<file path="config.mk">
export PLATFORM = sky130hd
export DESIGN_NAME = tick_sched
export DESIGN_NICKNAME = d
export VERILOG_FILES = /design/src/rtl/tick_sched.sv
export SDC_FILE = /design/constraint.sdc
export NUM_CORES = 1
export LEC_CHECK = 0
export CAP_MARGIN = 5
export CORE_MARGIN = 1.5
export CORE_UTILIZATION = 55
export CTS_CLUSTER_SIZE = 12
export DETAILED_ROUTE_END_ITERATION = 8
export PLACE_DENSITY = 0.9
export SLEW_MARGIN = 30
export SYNTH_ARGS = -nofsm -noshare
export SYNTH_HDL_FRONTEND = slang
export SYNTH_SLANG_ARGS = --single-unit
</file>
<file path="constraint.sdc">
create_clock -name clk -period 2.4 [get_ports clk]
set_clock_uncertainty 0.05 [all_clocks]
set_input_delay 0.6 -clock clk [delete_from_list [all_inputs] [get_ports clk]]
set_output_delay 0.6 -clock clk [all_outputs]
set_load 0.01 [all_outputs]
</file>
<file path="src/rtl/tick_sched.sv">
// rtl/tick_sched.sv - round-robin one-hot strobe scheduler with burst and continuous modes
// Define TICK_SCHED_HOLD_EN to add the pi_hold freeze input.
module tick_sched #(
  parameter int PRE_DIV = 1000,
  parameter int PRE_W   = 16,
  parameter int CH_N    = 4,
  parameter int BURST_W = 8
) (
  input  logic               clk,
  input  logic               rst_n,
  input  logic               pi_start,
  input  logic               pi_stop,
  input  logic [BURST_W-1:0] pi_burst,
`ifdef TICK_SCHED_HOLD_EN
  input  logic               pi_hold,
`endif
  output logic [CH_N-1:0]    po_flag,
  output logic               po_busy,
  output logic               po_done,
  output logic [BURST_W-1:0] po_round
);
  localparam int IDX_W = (CH_N > 1) ? $clog2(CH_N) : 1;

  typedef enum logic [1:0] {IDLE = 2'd0, RUN = 2'd1, DONE = 2'd2} state_t;

  state_t             state_q, state_d;
  logic [PRE_W-1:0]   pre_q, pre_d;
  logic [IDX_W-1:0]   idx_q, idx_d;
  logic [BURST_W-1:0] burst_q, burst_d;
  logic [BURST_W-1:0] round_q, round_d;
  logic [CH_N-1:0]    flag_q, flag_d;
  logic               hold, wrap, fin, start_ok, idx_last;

`ifdef TICK_SCHED_HOLD_EN
  assign hold = pi_hold;
`else
  assign hold = 1'b0;
`endif

  assign start_ok = pi_start & ~pi_stop;
  assign wrap     = (state_q == RUN) && !pi_stop && !hold && (pre_q == PRE_W'(PRE_DIV - 1));
  // Final round already counted: the next wrap ends the burst instead of strobing.
  assign fin      = (burst_q != '0) && (round_q == burst_q);
  assign idx_last = (idx_q == IDX_W'(CH_N - 1));

  always_ff @(posedge clk or negedge rst_n) begin
    if (!rst_n) begin
      state_q <= IDLE;
      pre_q   <= '0;
      idx_q   <= '0;
      burst_q <= '0;
      round_q <= '0;
      flag_q  <= '0;
    end else begin
      state_q <= state_d;
      pre_q   <= pre_d;
      idx_q   <= idx_d;
      burst_q <= burst_d;
      round_q <= round_d;
      flag_q  <= flag_d;
    end
  end

  always_comb begin
    state_d = state_q;
    case (state_q)
      IDLE:    if (start_ok) state_d = RUN;
      RUN: begin
        if (pi_stop)          state_d = IDLE;
        else if (wrap && fin) state_d = DONE;
      end
      DONE:    state_d = IDLE;
      default: state_d = IDLE;
    endcase
  end

  always_comb begin
    pre_d   = pre_q;
    idx_d   = idx_q;
    burst_d = burst_q;
    round_d = round_q;
    flag_d  = '0;
    case (state_q)
      IDLE: begin
        pre_d = '0;
        if (start_ok) begin
          burst_d = pi_burst;
          idx_d   = '0;
          round_d = '0;
        end
      end
      RUN: begin
        if (pi_stop) begin
          pre_d = '0;
        end else if (!hold) begin
          pre_d = wrap ? '0 : pre_q + 1'b1;
          if (wrap && !fin) begin
            flag_d = CH_N'(1) << idx_q;
            idx_d  = idx_last ? '0 : idx_q + 1'b1;
            if (idx_last) round_d = round_q + 1'b1;
          end
        end
      end
      default: pre_d = '0;
    endcase
  end

  always_comb begin
    po_flag  = flag_q;
    po_busy  = (state_q == RUN);
    po_done  = (state_q == DONE);
    po_round = round_q;
  end
endmodule

</file>
==> impl_metrics.prom <==
# TYPE chip_impl_metric gauge
chip_impl_info{name="outcome",value="completed"} 1
chip_impl_metric{name="synth_area",unit="sq mm"} 0.00208
chip_impl_metric{name="ys_types",unit=""} 41
chip_impl_metric{name="grt_overflow_total",unit=""} 0
chip_impl_metric{name="floorplan.initialDensity",unit="%"} 57.1
chip_impl_metric{name="first_global_vias",unit=""} 1598
chip_impl_metric{name="antenna_found_initial",unit=""} 0
chip_impl_metric{name="synth_nets",unit=""} 213
chip_impl_metric{name="clkSinkCount",unit=""} 40
chip_impl_metric{name="postPlaceCellArea",unit="sq mm"} 0.00242
chip_impl_metric{name="grt_first_pass_wirelength",unit="mm"} 7.36
chip_impl_metric{name="power-per-cell-area",unit="mW/mm^2"} 594
chip_impl_metric{name="post-route-util",unit="%"} 69.1
chip_impl_metric{name="fp.coreArea",unit="sq mm"} 0.00363
chip_impl_metric{name="maximum_number_of_pins_on_one_net_before_global_route_repair",unit=""} 19
chip_impl_metric{name="peakVddDrop",unit="mV"} 0.684
chip_impl_metric{name="synth_area_per_cell",unit="sq um"} 10.6
chip_impl_metric{name="timing_worst_slew_pin_value",unit="ps"} 522
chip_impl_metric{name="cts_hold_repair.buffers",unit=""} 0
chip_impl_metric{name="drv_cap",unit=""} 0
chip_impl_info{name="postSynth.topFlopCell",value="sky130_fd_sc_hd__dfrtp_1"} 1
chip_impl_info{name="tritoncts",value="yes"} 1
chip_impl_metric{name="layout_setup_ws",unit="ps"} 123
chip_impl_metric{name="htreeDepth",unit=""} 2
chip_impl_info{name="setup.worst_path.start_class",value="register"} 1
chip_impl_metric{name="clock_slew_seen_by_the_registers_of_the_worst_setup_and_hold_paths",unit="ps"} 80
chip_impl_metric{name="number_of_enable_flip_flop_cells_after_synthesis",unit=""} 0
chip_impl_metric{name="cp_data_arrival_time",unit="ps"} 1630
chip_impl_metric{name="drc",unit=""} 0
chip_impl_metric{name="area.sequential",unit="sq mm"} 0.00100
chip_impl_metric{name="num_antenna_cells",unit=""} 0
chip_impl_metric{name="groute.usage.overall",unit="%"} 23.3
chip_impl_info{name="min-delay-path-class",value="in2async"} 1
chip_impl_metric{name="synth.ff_latch_count",unit=""} 40
chip_impl_metric{name="drive_gt1_share",unit="%"} 17.7
chip_impl_metric{name="flow.area_growth_from_synthesis",unit="%"} 21.0
chip_impl_info{name="cp_top_delay_family",value="buffers and inverters"} 1
chip_impl_metric{name="ff2ff_setup_slack",unit="ps"} 280
chip_impl_metric{name="port_buffers",unit=""} 25
chip_impl_metric{name="avgViaCountPerCell",unit=""} 5.81
chip_impl_metric{name="max_freq",unit="GHz"} 0.439
chip_impl_info{name="criticalPathCategory",value="reg2out"} 1
chip_impl_metric{name="routed_wirelength",unit="mm"} 4.22
chip_impl_metric{name="yosys_warnings",unit=""} 0
chip_impl_metric{name="drt_iter0_markers",unit=""} 103
chip_impl_metric{name="gp_congestion",unit=""} 0.856
chip_impl_info{name="setup_repair_after_global_routing_missed_its_margin",value="false"} 1
chip_impl_metric{name="worstPathMaxFanout",unit=""} 7
chip_impl_metric{name="cp_data_required_time",unit="ps"} 1750
chip_impl_metric{name="hpwl",unit="mm"} 3.11
chip_impl_metric{name="slew_headroom",unit="%"} 65.1
chip_impl_metric{name="insertion_delay",unit="ps"} 300
chip_impl_metric{name="ant_nets",unit=""} 0
chip_impl_metric{name="cts.path.max_buffers",unit=""} 2
chip_impl_metric{name="synth.yosys.seq_area_share",unit="%"} 48.2
chip_impl_metric{name="floorplan.io_pins",unit=""} 26
chip_impl_metric{name="nNetsFinal",unit=""} 248
chip_impl_metric{name="timing.final.setup_violations",unit=""} 0
chip_impl_metric{name="total_leakage_power",unit="nW"} 1.09
chip_impl_metric{name="period_needed",unit="ps"} 2280
chip_impl_metric{name="detail_route.first_pass.iterations",unit=""} 4
chip_impl_metric{name="asyncSetResetFlopFracSynth",unit="%"} 100
chip_impl_info{name="cp_slowest_cell",value="sky130_fd_sc_hd__clkdlybuf4s50_1"} 1
chip_impl_metric{name="worst-path-buf-inv",unit=""} 2
chip_impl_metric{name="min_period_over_period",unit="%"} 94.9
chip_impl_metric{name="numCtsBuffers",unit=""} 5
chip_impl_metric{name="netlist_instances",unit=""} 195
chip_impl_metric{name="multi_input_comb_area",unit="sq mm"} 0.00104
chip_impl_metric{name="finalSetupTns",unit="ps"} 0
chip_impl_metric{name="power",unit="mW"} 1.49
chip_impl_metric{name="rows",unit=""} 22
chip_impl_metric{name="critical_path.max_stage_delay",unit="ps"} 560
chip_impl_metric{name="floorplan.die_area",unit="sq mm"} 0.00415
chip_impl_metric{name="num-fill-cells",unit=""} 280
chip_impl_info{name="cts_root_buffer",value="sky130_fd_sc_hd__clkbuf_8"} 1
chip_impl_metric{name="preCtsSetupSlack",unit="ps"} 198
chip_impl_metric{name="total_number_of_vias",unit=""} 1620
chip_impl_metric{name="finalInstanceArea",unit="sq mm"} 0.00251
chip_impl_metric{name="hold_violations",unit=""} 0
chip_impl_info{name="critical_path.cell_chain",value="nand2b_1, inv_2, clkdlybuf4s50_1"} 1
chip_impl_metric{name="final-max-slew-violation-count",unit=""} 0
chip_impl_metric{name="die_x",unit="microns"} 64.4
chip_impl_info{name="critPathCaptureType",value="output pin"} 1
chip_impl_metric{name="detail_route.wl_per_cell",unit="microns"} 15.1
chip_impl_metric{name="floorplan.die.height",unit="microns"} 64.4
[metrics by stage]
step                hold slack, ps  instances
floorplan                      254        195
finish                         166        279
CTS                            177        279
global route                   190        279
global placement               456        271
detailed placement             460        271
[cells in the mapped netlist (2+ instances only)]
master                      count  share of area (%)
sky130_fd_sc_hd__nand2b_1       6                1.8
sky130_fd_sc_hd__nand4_1        4                1.2
sky130_fd_sc_hd__a2bb2oi_1      4                1.7
sky130_fd_sc_hd__nor3_1         7                1.7
sky130_fd_sc_hd__o31ai_2        2                1.2
sky130_fd_sc_hd__and3_1         5                1.5
sky130_fd_sc_hd__a21oi_1        6                1.4
sky130_fd_sc_hd__dfrtp_1       40                 48
sky130_fd_sc_hd__xor2_1        12                5.1
sky130_fd_sc_hd__or3_1          2               0.60
sky130_fd_sc_hd__nor4_4         2                2.0
sky130_fd_sc_hd__buf_2          2               0.48
sky130_fd_sc_hd__mux2_2         8                4.3
sky130_fd_sc_hd__nor4_1         4                1.2
sky130_fd_sc_hd__ha_1           6                3.6
sky130_fd_sc_hd__inv_1          6                1.1
sky130_fd_sc_hd__a31oi_1        4                1.2
sky130_fd_sc_hd__nor2_1        22                4.0
sky130_fd_sc_hd__and3_2         3                1.1
sky130_fd_sc_hd__nand2_1        9                1.6
sky130_fd_sc_hd__o21ai_0        4               0.96
sky130_fd_sc_hd__nand3_1       11                2.7
sky130_fd_sc_hd__xnor2_1        8                3.4
[metal layers]
metal	track usage (%)	share of wire, %
met4	8.78	1.6
met1	27.5	42
met2	40.4	50
met3	6.60	6.1
met5	0	0
[area by class of cell]
class	instances	share of cell area, %
clock inverter	2	0.399
sequential	40	39.9
clock buffer	6	3.29
multi-input combinational	146	41.6
timing repair buffer	31	11.6
inverter	6	0.897
tap	48	2.39
[worst paths after layout]
check                              to  startpoint  cells past startpoint
min in group clk             pre_q[0]    pre_q[0]                      1
setup reg to reg             idx_q[1]    pre_q[0]                      6
hold / removal             po_flag[1]       rst_n                      1
max in group asynchronous  burst_q[3]       rst_n                      2
hold reg to reg              pre_q[0]    pre_q[0]                      1
setup / recovery              po_busy  state_q[1]                      3
[flip-flops by register name (all words and copies together), names as in the netlist]
| signal | cells |
|---|---|
| po_round | 8 |
| idx_q | 2 |
| po_flag | 4 |
| pre_q | 16 |
| burst_q | 8 |
| state_q | 2 |
[layout by cell type (no fill, tap or decap), types with 5 or more instances in the layout]
cell and count:
sky130_fd_sc_hd__dfrtp_1 40, sky130_fd_sc_hd__clkdlybuf4s50_1 24, sky130_fd_sc_hd__nor2_1 22, sky130_fd_sc_hd__xor2_1 12, sky130_fd_sc_hd__nand3_1 11, sky130_fd_sc_hd__nand2_1 9
sky130_fd_sc_hd__xnor2_1 8, sky130_fd_sc_hd__mux2_2 8, sky130_fd_sc_hd__nor3_1 7, sky130_fd_sc_hd__nand2b_1 6, sky130_fd_sc_hd__a21oi_1 6, sky130_fd_sc_hd__ha_1 6
sky130_fd_sc_hd__clkbuf_8 6, sky130_fd_sc_hd__buf_4 6, sky130_fd_sc_hd__and3_1 5, sky130_fd_sc_hd__inv_1 5
[worst reg2reg max path, stage by stage, from the launching register on]
cell and delay (ps):
sky130_fd_sc_hd__dfrtp_1 420, sky130_fd_sc_hd__ha_1 280, sky130_fd_sc_hd__and4bb_2 290, sky130_fd_sc_hd__nand4_2 170, sky130_fd_sc_hd__a31oi_2 490, sky130_fd_sc_hd__and2_4 250, sky130_fd_sc_hd__o31ai_2 60
[cell families (layout without fill, tap and decap cells)]
group	count (synthesis)	in the layout	share of synthesized area, %
XOR/XNOR	20	20	8.44
adder cells (fa/ha/maj)	6	6	3.62
AO/OA/AOI/OAI	26	26	9.28
AND/OR/NAND/NOR	86	86	24.4
multiplexers	8	8	4.34
flip-flops	40	40	48.2
buffers and inverters	9	45	1.75
[power by group]
part	switching, mW	internal (mW)
clock	0.241	0.229
sequential	0.0554	0.725
combinational	0.126	0.115
total	0.422	1.07
[what timing repair did]
action / in CTS / in global routing
hold endpoints to repair: 0 / 0
setup endpoints to repair: 0 / 1
buffers inserted: 0 / 0
resized for setup: 0 / 1
(Power assumes the default switching activity.)
